`config.mk`:
```
export PLATFORM = sky130hd
export DESIGN_NAME = imem_boot_ctrl
export DESIGN_NICKNAME = d
export VERILOG_FILES = /design/src/rtl/imem_boot_ctrl.sv
export SDC_FILE = /design/constraint.sdc
export NUM_CORES = 1
export LEC_CHECK = 0
export BUFFER_PORTS_ARGS = -buffer_cell sky130_fd_sc_hd__buf_2
export CAP_MARGIN = 20
export CORE_UTILIZATION = 50
export CTS_BUF_LIST = sky130_fd_sc_hd__clkbuf_16
export DETAILED_ROUTE_END_ITERATION = 8
export HOLD_SLACK_MARGIN = 0.06
export PLACE_DENSITY = 0.83
export SLEW_MARGIN = 20
export SYNTH_ARGS = -nofsm -noshare
export SYNTH_HDL_FRONTEND = slang
export SYNTH_SLANG_ARGS = --single-unit
```
`constraint.sdc`:
```
create_clock -name clk -period 3.4 [get_ports clk]
set_input_delay 0.34 -clock clk [delete_from_list [all_inputs] [get_ports clk]]
set_output_delay 0.34 -clock clk [all_outputs]
set_load 0.05 [all_outputs]
```
`src/rtl/imem_boot_ctrl.sv`:
```
// imem_boot_ctrl
//   Boots a program into instruction memory from a streaming loader, then
//   serves fetch-stage reads from that memory.
//
//   Parameters
//     Num_of_bits      : instruction word width
//     Num_of_registers : memory address width (depth 2**Num_of_registers)
//
//   Ports
//     clk, rst                        : clock, synchronous active-high reset
//     start                           : one-cycle pulse, begins a program load
//     ld_valid/ld_data/ld_last        : loader word stream
//     ld_ready                        : loader word accepted this cycle
//     fetch_req/fetch_addr            : fetch read request
//     fetch_valid/fetch_data          : fetch response, one cycle after request
//     stall                           : fetch request refused this cycle
//     mem_we/mem_addr/mem_wdata       : shared memory write/read port
//     mem_rdata                       : synchronous read data (1-cycle latency)
//     load_done                       : program resident, fetch enabled
//     word_count                      : words written by last/current load
//     overflow_err                    : load ran past the end of memory
module imem_boot_ctrl #(
  parameter int Num_of_bits      = 16,
  parameter int Num_of_registers = 20
) (
  input  logic                        clk,
  input  logic                        rst,
  input  logic                        start,
  input  logic                        ld_valid,
  input  logic [Num_of_bits-1:0]      ld_data,
  input  logic                        ld_last,
  output logic                        ld_ready,
  input  logic                        fetch_req,
  input  logic [Num_of_registers-1:0] fetch_addr,
  output logic                        fetch_valid,
  output logic [Num_of_bits-1:0]      fetch_data,
  output logic                        stall,
  output logic                        mem_we,
  output logic [Num_of_registers-1:0] mem_addr,
  output logic [Num_of_bits-1:0]      mem_wdata,
  input  logic [Num_of_bits-1:0]      mem_rdata,
  output logic                        load_done,
  output logic [Num_of_registers:0]   word_count,
  output logic                        overflow_err
);

  typedef enum logic [1:0] {
    IDLE = 2'd0,
    LOAD = 2'd1,
    RUN  = 2'd2,
    ERR  = 2'd3
  } state_t;

  localparam logic [Num_of_registers-1:0] PTR_MAX = '1;

  state_t                      state_q, state_d;
  logic [Num_of_registers-1:0] ptr_q, ptr_d;
  logic [Num_of_registers:0]   cnt_q, cnt_d;
  logic                        done_q, done_d;
  logic                        ovf_q, ovf_d;
  logic                        fvalid_q;
  logic [Num_of_bits-1:0]      fhold_q;
  logic                        fetch_issue;

  always_comb begin
    state_d     = state_q;
    ptr_d       = ptr_q;
    cnt_d       = cnt_q;
    done_d      = done_q;
    ovf_d       = ovf_q;
    ld_ready    = 1'b0;
    mem_we      = 1'b0;
    mem_addr    = fetch_addr;
    mem_wdata   = ld_data;
    fetch_issue = 1'b0;

    case (state_q)
      IDLE: begin
        if (start) begin
          state_d = LOAD;
          ptr_d   = '0;
          cnt_d   = '0;
          done_d  = 1'b0;
        end
      end
      LOAD: begin
        ld_ready = 1'b1;
        mem_addr = ptr_q;
        if (ld_valid) begin
          mem_we = 1'b1;
          ptr_d  = ptr_q + 1'b1;
          cnt_d  = cnt_q + 1'b1;
          if (ld_last) begin
            state_d = RUN;
            done_d  = 1'b1;
          end else if (ptr_q == PTR_MAX) begin
            // Last slot written with more words still coming: memory is full.
            state_d = ERR;
            ovf_d   = 1'b1;
          end
        end
      end
      RUN: begin
        // A reload request takes priority over a fetch in the same cycle.
        if (start) begin
          state_d = LOAD;
          ptr_d   = '0;
          cnt_d   = '0;
          done_d  = 1'b0;
        end else if (fetch_req) begin
          fetch_issue = 1'b1;
        end
      end
      default: ; // ERR is sticky until reset
    endcase

    // Nothing is handshaken or written while reset is asserted.
    if (rst) begin
      ld_ready    = 1'b0;
      mem_we      = 1'b0;
      fetch_issue = 1'b0;
    end
  end

  assign stall = fetch_req && !(state_q == RUN && !start && !rst);

  always_ff @(posedge clk) begin
    if (rst) begin
      state_q  <= IDLE;
      ptr_q    <= '0;
      cnt_q    <= '0;
      done_q   <= 1'b0;
      ovf_q    <= 1'b0;
      fvalid_q <= 1'b0;
      fhold_q  <= '0;
    end else begin
      state_q  <= state_d;
      ptr_q    <= ptr_d;
      cnt_q    <= cnt_d;
      done_q   <= done_d;
      ovf_q    <= ovf_d;
      fvalid_q <= fetch_issue;
      if (fvalid_q) fhold_q <= mem_rdata;
    end
  end

  assign fetch_valid  = fvalid_q;
  // Live read data while valid, otherwise the last word returned.
  assign fetch_data   = fvalid_q ? mem_rdata : fhold_q;
  assign load_done    = done_q;
  assign word_count   = cnt_q;
  assign overflow_err = ovf_q;

endmodule

```
# Yosys cells after proc, flatten, opt, wreduce, memory -nomap -nowiden
# Index checks and enable logic that the tools add are counted.
# Widths: inputs -> output; s select.
# op_classes
add_sub_neg	2
eq_ne	7
muxes	23
bitwise_logic	2
reduce_logical	14
# ops
cell	n
$mux 20	3
$mux 21	2
$pmux 21 s2	1
$pmux 20 s2	1
$add 21x1->21 const B	1
$add 20x1->20 const B	1
$eq 20x20->1 const B	1
$mux 16	1
$reduce_and 4->1	3
$mux 1	9
$mux 2	4
$ne 2x2->1 const B	2
$pmux 2 s2	1
$logic_and 1x1->1	3
$logic_not 1->1	3
$ne 3x3->1 const B	1
$reduce_and 3->1	1
$reduce_or 3->1	1
$eq 2x1->1 const B	1
$eq 2x2->1 const B	1
$logic_not 2->1	1
$ne 2x1->1 const B	1
$not 1->1	2
$pmux 1 s2	1
2 further kinds	2
# word_totals
ff_bits	62
in_bits	58
output_inout_bits	79
elab_cells	55

# Depth between registers and ports, before layout
# Gate-level depths: netlist of run 1.
# logic_depth
depth_word	5
ltp_mapped	6

# Worst setup path after synthesis of run 1
# OpenSTA, ideal clock, no wires.
# synth_path
kind	register to output
from	reg state_q[0]
to	out mem_addr[17]
arrival_ps	2052
t_required_ps	3060
setup_slack_ps	1008
stages_incl_launch_ff	6
n_path_buf	3
path_cell_list	dfxtp_1 -> buf_4 -> nand2b_1 -> clkbuf_1 -> clkbuf_1 -> o21ai_0
# synth_via
elab_chain_len	2
# synth_rtl
item	line	text
from (decl)	56	state_t state_q, state_d;
from (signal assigned)	137	state_q <= state_d;
$eq 2x1->1	77	case (state_q)
$mux 20	77	
to (decl)	39	output logic [Num_of_registers-1:0] mem_addr,
# No other way between the ends.

# Worst setup path in the final report of run 1
# layout_path
from	reg state_q[0]
to	out mem_addr[13]
# Same word-level chain as after synthesis.

==> run metrics, run 1 <==
layout overhead on the synthesized area 21.9%; area of the mapped netlist 0.00326 mm2; most common cell after layout, fill and taps aside buf_2; TritonCTS clock tree yes; number of nets in the layout 495; fraction of layout cells with a size suffix above 1 0.361; insertion delay to the later sink of the worst-skew pair 320 ps; Final setup viols 0; highest clock frequency the design can meet 384 MHz; Least-Margin Pin Slew 987 ps; antenna violations before repair 0; Placement Cell Area 0.00366 mm2; diode count 0; leakage power summed over all cells 1.65 nW; Relative slew margins 0.342; status complete, no violations; category of the worst setup path launch point register; sum of negative setup slack 0 ps; startpoint-to-endpoint class of the critical path reg -> out; Max rail drop VDD 0.359 mV; Final HPWL DP 5.33 mm; Worst EP required 3060 ps; Worst setup EP type output port; die outline area 0.00684 mm2; overall track demand over capacity in global routing 0.224; PostCTS Resize Cnt 0; initial DRC count 140; Initial Util 0.516; worst reg2reg setup slack 1130 ps; worst reg2reg startpoint state_q[0]$_SDFFE_PP0P_; Final Core Density 0.629; final clock skew 5.32 ps; via count of the first global-routing pass 2633; clock root buffer clkbuf_16; pin count of the biggest net entering global routing 31; startpoint of the tightest hold check path fetch_req; Crit path arrival time 2270 ps; number of distinct standard cells referenced by the synthesized netlist 51; max-capacitance violation count 0; number of flops mapped to enable cells by yosys 0; Final min period 2610 ps; commonest cells after routing, fill and taps aside buf_2, dfxtp_1, mux2_2, a21oi_1, o21ai_0; number of register bits inferred by synthesis 62; RSZ-0062 raised after global routing false; global-route wire length before repair 11.6 mm; Worst Hold Depth 2; Hold Crit Endpoint fetch_valid$_SDFF_PP0_; Port Buf Inserts 104; drt pass-1 iters 4; final weighted congestion of routability-driven global placement 0.865; worst slack, placed 1140 ps; type of the most critical hold path in -> reg; buffer depth of the longest clock path 2; depth of the most critical reg-to-reg path 4; # DRC 0; start point of the critical path state_q[0]$_SDFFE_PP0P_; maximum net fanout on the critical path 25; Std-Cell Core Area 0.00631 mm2; Detailed Route WL 7.60 mm; post-route setup slack 794 ps; warnings from Yosys 0; number of hold buffers added after CTS 0; buffers inserted during post-CTS setup optimization 0; Synth Area per Inst 9.15 um2; sequential-to-total area share from yosys stat 0.381; Overall Power 0.00188 W; CTS H-tree depth 3; number of buffers created by CTS 9; Cells after Synth 356; die outline width 82.7 um; average via count per standard cell 5.80; count of antenna-violating nets left after detailed routing 0; number of endpoints with negative hold slack in the final report 0; clock edge transition at the registers on the reported setup and hold paths 50 ps; detail-routed net length per standard cell 14.7 um; TritonCTS Sinks 62; Net Count, Synth 416; async set or reset register ratio after synthesis 0; final clock period utilization by the worst path 0.766; FF-to-FF End ptr_q[7]$_SDFFE_PP0P_; number of pins with negative max-slew slack in the final report 0; vertical die dimension 82.7 um; vias 3001; post-layout instance area 0.00397 mm2; total number of placement rows 29; primary flip-flop cell chosen by synthesis mapping dfxtp_1; total power divided by cell area 473 mW/mm2; Ports 137; total congestion overflow after global routing 0
final cells by class:
cell class	instances	area (um2)
Sequential cell	62	1240
Multi-Input combinational cell	250	1770
Inverter	7	26.3
Clock inverter	7	80.1
Clock buffer	9	225
Fill cell	541	2340
Tap cell	77	96.3
Timing Repair Buffer	105	528
stage by stage:
| stage | hold WS [ps] | instances |
|---|---|---|
| floorplan | 462 | 356 |
| global placement | 430 | 501 |
| detailed placement | 436 | 501 |
| CTS | 233 | 517 |
| global route | 254 | 517 |
| finish | 232 | 517 |
power by group:
part | total, W | internal, W | switching [W]
clock network | 0.000936 | 0.000629 | 0.000307
logic | 0.000204 | 0.0000621 | 0.000141
registers | 0.000739 | 0.000732 | 0.00000717
registers in the layout, summed over array words and instances, names as in the netlist:
signal,count
fhold_q,16
state_q,2
load_done,1
word_count,21
fetch_valid,1
ptr_q,20
overflow_err,1
worst max-delay path by stage:
stage                               to  slack, ps  depth (start not counted)
after floorplan           mem_addr[17]       1010                          5
after global placement    mem_addr[10]       1220                          3
after detailed placement  mem_addr[13]       1140                          3
after CTS                 mem_addr[13]        780                          3
after global routing       mem_addr[5]        610                          3
final                     mem_addr[13]        790                          3
routing by layer:
metal / track usage / vias to the layer above / share of wire
met3: 0.0495 / 16 / 0.064
met4: 0.124 / 0 / 0.018
met2: 0.360 / 117 / 0.49
met1: 0.276 / 1414 / 0.42
met5: 0 / - / 0
li1: - / 1454 / -
synth_stat cells, drive strengths merged (7+ instances only):
cell type | n | share of area
xor2 | 7 | 0.019
mux2 | 33 | 0.11
clkbuf | 12 | 0.014
or3 | 14 | 0.027
or4 | 12 | 0.028
nand4 | 9 | 0.022
o31ai | 12 | 0.028
o21ai | 21 | 0.032
nand2 | 13 | 0.015
inv | 7 | 0.0081
nand3 | 11 | 0.017
a21oi | 26 | 0.040
nor2b | 18 | 0.035
dfxtp | 62 | 0.38
buf | 25 | 0.053
nor2 | 19 | 0.022
logic make-up after synthesis:
family,after synthesis,share of synthesized area
and+or+nand+nor,126,0.239
xor gates and xnor gates,11,0.0296
DFF,62,0.381
adders and majority gates,2,0.00768
buffers and inverters,44,0.0745
muxes,34,0.117
AOI/OAI and AO/OA,77,0.151
critical path: stages (launching register included):
cell and delay, ps:
dfxtp_1 600, nand2b_1 630, mux2_2 490, buf_2 210
Note: power is estimated with default switching activity, not from simulation.
==> inputs of run 2 (changes only) <==
CORE_UTILIZATION = 43   (was 50)
PLACE_DENSITY = 0.76   (was 0.83)
clock period = 2.2 ns   (was 3.4 ns; I/O delays follow)
==> run 2 against run 1 <==
Cell area up 1.6%. Non-clock buffer count up 12. First-iteration DRC count down 25%. Combinational power up 61%. Largest cell class unchanged.
==> run metrics, run 2 (synthesis results as in run 1) <==
final clock period utilization by the worst path 0.881; Initial Util 0.447 (was 0.516); PostCTS Resize Cnt 0 (unchanged); count of antenna-violating nets left after detailed routing 0 (unchanged); number of nets in the layout 507 (was 495); worst reg2reg setup slack 310 ps (was 1130 ps); # DRC 0 (unchanged); vias 2992 (was 3001); Overall Power 0.00264 W (was 0.00188 W); Port Buf Inserts 104 (unchanged); max-capacitance violation count 0 (unchanged); commonest cells after routing, fill and taps aside buf_2, dfxtp_1, mux2_2, a21oi_1, o21ai_0 (unchanged); global-route wire length before repair 12.0 mm (was 11.6 mm); number of hold buffers added after CTS 0 (unchanged); Std-Cell Core Area 0.00729 mm2 (was 0.00631 mm2); peak per-stage delay on the critical path 420 ps (was 630 ps); diode count 0 (unchanged); total power divided by cell area 654 mW/mm2 (was 473 mW/mm2); total area of multi-input combinational cells 0.00177 mm2 (unchanged); die outline width 89.0 um (was 82.7 um); category of the worst setup path launch point register (unchanged); Final HPWL DP 5.54 mm (was 5.33 mm); fraction of layout cells with a size suffix above 1 0.377 (was 0.361); drt pass-1 iters 4 (unchanged); initial DRC count 105 (was 140); WP buf/inv 2 (was 1); total congestion overflow after global routing 0 (unchanged); number of endpoints with negative hold slack in the final report 0 (unchanged); overall track demand over capacity in global routing 0.198 (was 0.224); clock edge transition at the registers on the reported setup and hold paths 50 ps (about the same); sum of negative setup slack 0 ps (unchanged); layout overhead on the synthesized area 23.8% (was 21.9%); CTS H-tree depth 3 (unchanged); Final setup viols 0 (unchanged); flip-flop count of the largest register after layout 21 (unchanged); Crit path arrival time 1720 ps (was 2270 ps); vertical die dimension 89.0 um (was 82.7 um); TritonCTS Sinks 62 (unchanged); most common cell after layout, fill and taps aside buf_2 (unchanged); Detailed Route WL 7.59 mm (was 7.60 mm); family with the most delay on the worst path buffers and inverters (was simple AND/OR/NAND/NOR gates); pin count of the biggest net entering global routing 26 (was 31); Relative slew margins 0.421 (was 0.342); via count of the first global-routing pass 2607 (was 2633); clock group share of total power 0.442 (was 0.498); Psw 0.000670 W (was 0.000456 W); antenna violations before repair 0 (unchanged); cells traversed along the worst timing path nand2b_1 > buf_4 > mux2_2 > buf_2 (was nand2b_1 > mux2_2 > buf_2); Max rail drop VDD 0.322 mV (was 0.359 mV); maximum net fanout on the critical path 15 (was 25); sequential cell area 0.00124 mm2 (about the same); detail-routed net length per standard cell 13.8 um (was 14.7 um); clock root buffer clkbuf_16 (unchanged); status complete, no violations (unchanged); total number of placement rows 31 (was 29); buffers inserted during post-CTS setup optimization 0 (unchanged); TritonCTS clock tree yes (unchanged); number of buffers created by CTS 9 (unchanged); type of the most critical hold path in -> reg (unchanged); number of pins with negative max-slew slack in the final report 0 (unchanged); fill cell instance count of the final layout 689 (was 541); Internal 0.00197 W (was 0.00142 W); net switching share of the total power 0.254 (was 0.243); Worst EP required 1980 ps (was 3060 ps); Ports 137 (unchanged); slowest cell on the critical path dfxtp_1 (was nand2b_1); average via count per standard cell 5.44 (was 5.80); final weighted congestion of routability-driven global placement 0.837 (was 0.865); RSZ-0062 raised after global routing false (unchanged); Worst setup EP type output port (unchanged); Least-Margin Pin Slew 863 ps (was 987 ps); insertion delay to the later sink of the worst-skew pair 310 ps (was 320 ps); Final min period 1940 ps; highest clock frequency the design can meet 516 MHz; Comb power frac 0.125 (was 0.108); buffer depth of the longest clock path 2 (unchanged); die outline area 0.00793 mm2 (was 0.00684 mm2); sequential share of power 0.433 (was 0.393); leakage power summed over all cells 1.69 nW (was 1.65 nW); startpoint-to-endpoint class of the critical path reg -> out (unchanged); final clock skew 8.46 ps (was 5.32 ps)
run 2: changes by cell type in the layout (fill, tap and decap cells not counted):
cell,delta
bufinv_16,-2
clkinv_1,-1
dfxtp_1,-1
inv_1,+2
dfxtp_2,+1
buf_4,+12
run 2: metal layers:
metal	up-vias	part of all wire	global-route usage	wire, um
li1	1478	-	-	-
met1	1395	0.43	0.246	3290
met2	108	0.49	0.328	3700
met3	11	0.069	0.0480	521
met4	0	0.0098	0.0851	74
met5	-	0	0	0
run 2: through the flow:
stage / hold slack [ps] / setup WS (ps) / cell area (um2) / cells / utilization
detailed placement: 440 / 158 / 3780 / 535 / 0.519
global placement: 432 / 231 / 3780 / 535 / 0.519
CTS: 110 / 146 / 4030 / 550 / 0.553
floorplan: 342 / -72.2 / 3260 / 356 / -
global route: 117 / 168 / 4030 / 550 / 0.553
finish: 121 / 262 / 4030 / 550 / 0.553
run 2: worst reg2reg max path, cell delays in order, from the launching register on:
cell	delay, ps
dfxtp_2	460
and4b_4	310
o2111ai_2	340
or4_1	570
a21oi_1	150
run 2: path summary, 6_finish.rpt:
kind                               startpoint                          end  depth (start not counted)
setup reg to reg      state_q[0]$_SDFFE_PP0P_  word_count[18]$_SDFFE_PP0P_                          4
hold reg to reg   word_count[20]$_SDFFE_PP0P_  word_count[20]$_SDFFE_PP0P_                          2
hold / removal                      fetch_req       fetch_valid$_SDFF_PP0_                          2
setup / recovery      state_q[1]$_SDFFE_PP0P_                  mem_addr[8]                          4
run 2: area by class of cell:
cell class,count,share of cell area
multi-input cells,250,0.440
flip-flops and latches,62,0.308
repair buffers,117,0.153
clock buffers,9,0.0558
well taps,99,0.0307
inverters,7,0.00652
clock inverters,6,0.00590
run 2: power by group through the flow:
stage / Combinational (W) / Clock (W) / Sequential (W)
2_1_floorplan: 0.000304 / 0 / 0.00117
3_3_place_gp: 0.000324 / 0 / 0.00116
3_5_place_dp: 0.000328 / 0 / 0.00117
4_1_cts: 0.000330 / 0.00120 / 0.00114
5_1_grt: 0.000349 / 0.00125 / 0.00114
6_report: 0.000329 / 0.00117 / 0.00114
==> inputs of run 3 (changes only) <==
--- a/config.mk
+++ b/config.mk
@@ -9,3 +9,3 @@
 export CAP_MARGIN = 20
-export CORE_UTILIZATION = 43
+export CORE_UTILIZATION = 30
 export CTS_BUF_LIST = sky130_fd_sc_hd__clkbuf_16
@@ -13,3 +13,3 @@
 export HOLD_SLACK_MARGIN = 0.06
-export PLACE_DENSITY = 0.76
+export PLACE_DENSITY_LB_ADDON = 0.3
 export SLEW_MARGIN = 20
==> constraint.sdc (replaced) <==
create_clock -name clk -period 2.2 [get_ports clk]
set_input_delay 0.44 -clock clk [delete_from_list [all_inputs] [get_ports clk]]
set_output_delay 0.44 -clock clk [all_outputs]
set_load 0.05 [all_outputs]
==> run 3 against run 2 <==
Highest routed layer unchanged. Worst setup slack got worse by 180 ps. Combinational power barely moved. Wire length is 5.9% higher. Cell count is 6.7% higher. Maximum frequency shrank 8.4%. Critical path type unchanged. Worst hold slack gained 210 ps. Power is 18% higher. Critical endpoint is now mem_addr[11].
==> run metrics, run 3 (synthesis results as in run 1) <==
status complete, no violations (unchanged); vias 2930 (was 2992); leakage power summed over all cells 1.72 nW (was 1.69 nW); final clock period utilization by the worst path 0.962 (was 0.881); category of the worst setup path launch point register (unchanged); total number of placement rows 37 (was 31); worst slack, placed 142 ps (was 158 ps); cells traversed along the worst timing path nand2b_1 > buf_6 > mux2_2 > buf_2 (was nand2b_1 > buf_4 > mux2_2 > buf_2); Worst EP required 1760 ps (was 1980 ps); TritonCTS Sinks 62 (unchanged); antenna violations before repair 0 (unchanged); commonest cells after routing, fill and taps aside buf_2, dfxtp_1, mux2_2, a21oi_1, o21ai_0 (unchanged); die outline width 106 um (was 89.0 um); number of buffers created by CTS 9 (unchanged); diode count 0 (unchanged); RSZ-0062 raised after global routing false (unchanged); number of endpoints with negative hold slack in the final report 0 (unchanged); initial DRC count 100 (was 105); sum of negative setup slack 0 ps (unchanged); detail-routed net length per standard cell 13.7 um (was 13.8 um); family with the most delay on the worst path buffers and inverters (unchanged); fill cell instance count of the final layout 1071 (was 689); maximum net fanout on the critical path 24 (was 15); Ports 137 (unchanged); number of nets in the layout 506 (was 507); clock root buffer clkbuf_16 (unchanged); overall track demand over capacity in global routing 0.148 (was 0.198); WP buf/inv 2 (unchanged); peak per-stage delay on the critical path 410 ps (was 420 ps); Worst setup EP type output port (unchanged); insertion delay to the later sink of the worst-skew pair 320 ps (was 310 ps); total congestion overflow after global routing 0 (unchanged); Relative slew margins 0.426 (was 0.421); top layer reached by signal wires met4 (unchanged); pin count of the biggest net entering global routing 26 (unchanged); number of hold buffers added after CTS 0 (unchanged); Least-Margin Pin Slew 856 ps (was 863 ps); post-route setup slack 83.3 ps (was 262 ps); global-route wire length before repair 13.2 mm (was 12.0 mm); max-capacitance violation count 0 (unchanged); vertical die dimension 106 um (was 89.0 um); CTS H-tree depth 3 (unchanged); layout overhead on the synthesized area 28.2% (was 23.8%); slowest cell on the critical path dfxtp_1 (unchanged); clock edge transition at the registers on the reported setup and hold paths 60 ps (was 50 ps); Std-Cell Core Area 0.0104 mm2 (was 0.00729 mm2); PostCTS Resize Cnt 1 (was 0); Max rail drop VDD 0.349 mV (was 0.322 mV); Detailed Route WL 8.04 mm (was 7.59 mm); most common cell after layout, fill and taps aside buf_2 (unchanged); final clock skew 4.80 ps (was 8.46 ps); drt pass-1 iters 4 (unchanged); startpoint-to-endpoint class of the critical path reg -> out (unchanged); Port Buf Inserts 104 (unchanged); Crit path arrival time 1680 ps (was 1720 ps); Final min period 2120 ps (was 1940 ps); buffers inserted during post-CTS setup optimization 0 (unchanged); TritonCTS clock tree yes (unchanged); buffer depth of the longest clock path 2 (unchanged); # DRC 0 (unchanged); flip-flop count of the largest register after layout 21 (unchanged); total power divided by cell area 744 mW/mm2 (was 654 mW/mm2); highest clock frequency the design can meet 472 MHz (was 516 MHz); DR WL met2 3.89 mm (was 3.70 mm); total area of multi-input combinational cells 0.00177 mm2 (unchanged); Final HPWL DP 6.01 mm (was 5.54 mm); Final setup viols 0 (unchanged); metal1 wirelength 3.62 mm (was 3.29 mm); via count of the first global-routing pass 2749 (was 2607); number of pins with negative max-slew slack in the final report 0 (unchanged); final weighted congestion of routability-driven global placement 0.818 (was 0.837); sequential cell area 0.00124 mm2 (about the same); Initial Util 0.313 (was 0.447); die outline area 0.0113 mm2 (was 0.00793 mm2); metal3 WL 424 um (was 521 um); average via count per standard cell 4.99 (was 5.44); type of the most critical hold path in -> reg (unchanged); fraction of layout cells with a size suffix above 1 0.390 (was 0.377); count of antenna-violating nets left after detailed routing 0 (unchanged)
[run 3: per-stage QoR]
step / power [W] / area (um2) / util / hold slack [ps] / instances
after floorplan: 0.00147 / 3260 / - / 469 / 356
after detailed placement: 0.00150 / 3820 / 0.367 / 474 / 571
final: 0.00311 / 4170 / 0.401 / 329 / 587
after CTS: 0.00315 / 4170 / 0.400 / 313 / 587
after global placement: 0.00149 / 3820 / 0.367 / 467 / 571
after global routing: 0.00322 / 4170 / 0.401 / 329 / 587
[run 3: report_power, final]
group          switching [W]  internal (W)
clock               0.000524       0.00111
combinational       0.000222      0.000107
sequential         0.0000116       0.00113
[run 3: layout make-up]
class                      count  area share
multi-input combinational    250       0.425
sequential                    62       0.298
timing repair buffer         116       0.147
clock buffer                   9      0.0540
tap                          136      0.0408
clock inverter                 7      0.0291
inverter                       7     0.00629
[run 3: worst paths after layout]
path,from,end,slack [ps],cells after the start
max,state_q[1]$_SDFFE_PP0P_,mem_addr[11],80,4
min,fetch_req,fetch_valid$_SDFF_PP0_,330,2
max reg2reg,state_q[0]$_SDFFE_PP0P_,word_count[15]$_SDFFE_PP0P_,290,4
min reg2reg,load_done$_SDFFE_PP0P_,load_done$_SDFFE_PP0P_,490,2
[run 3: metal layers]
layer,global-route usage,up-vias
li1,-,1473
met1,0.183,1371
met2,0.249,75
met3,0.0392,11
met4,0.0526,0
met5,0,-
[run 3: worst register-to-register path, delay by kind of cell (launching register included)]
family	cells	cell delay [ps]
DFF	1	470
and+or+nand+nor	2	910
AOI/OAI and AO/OA	2	450
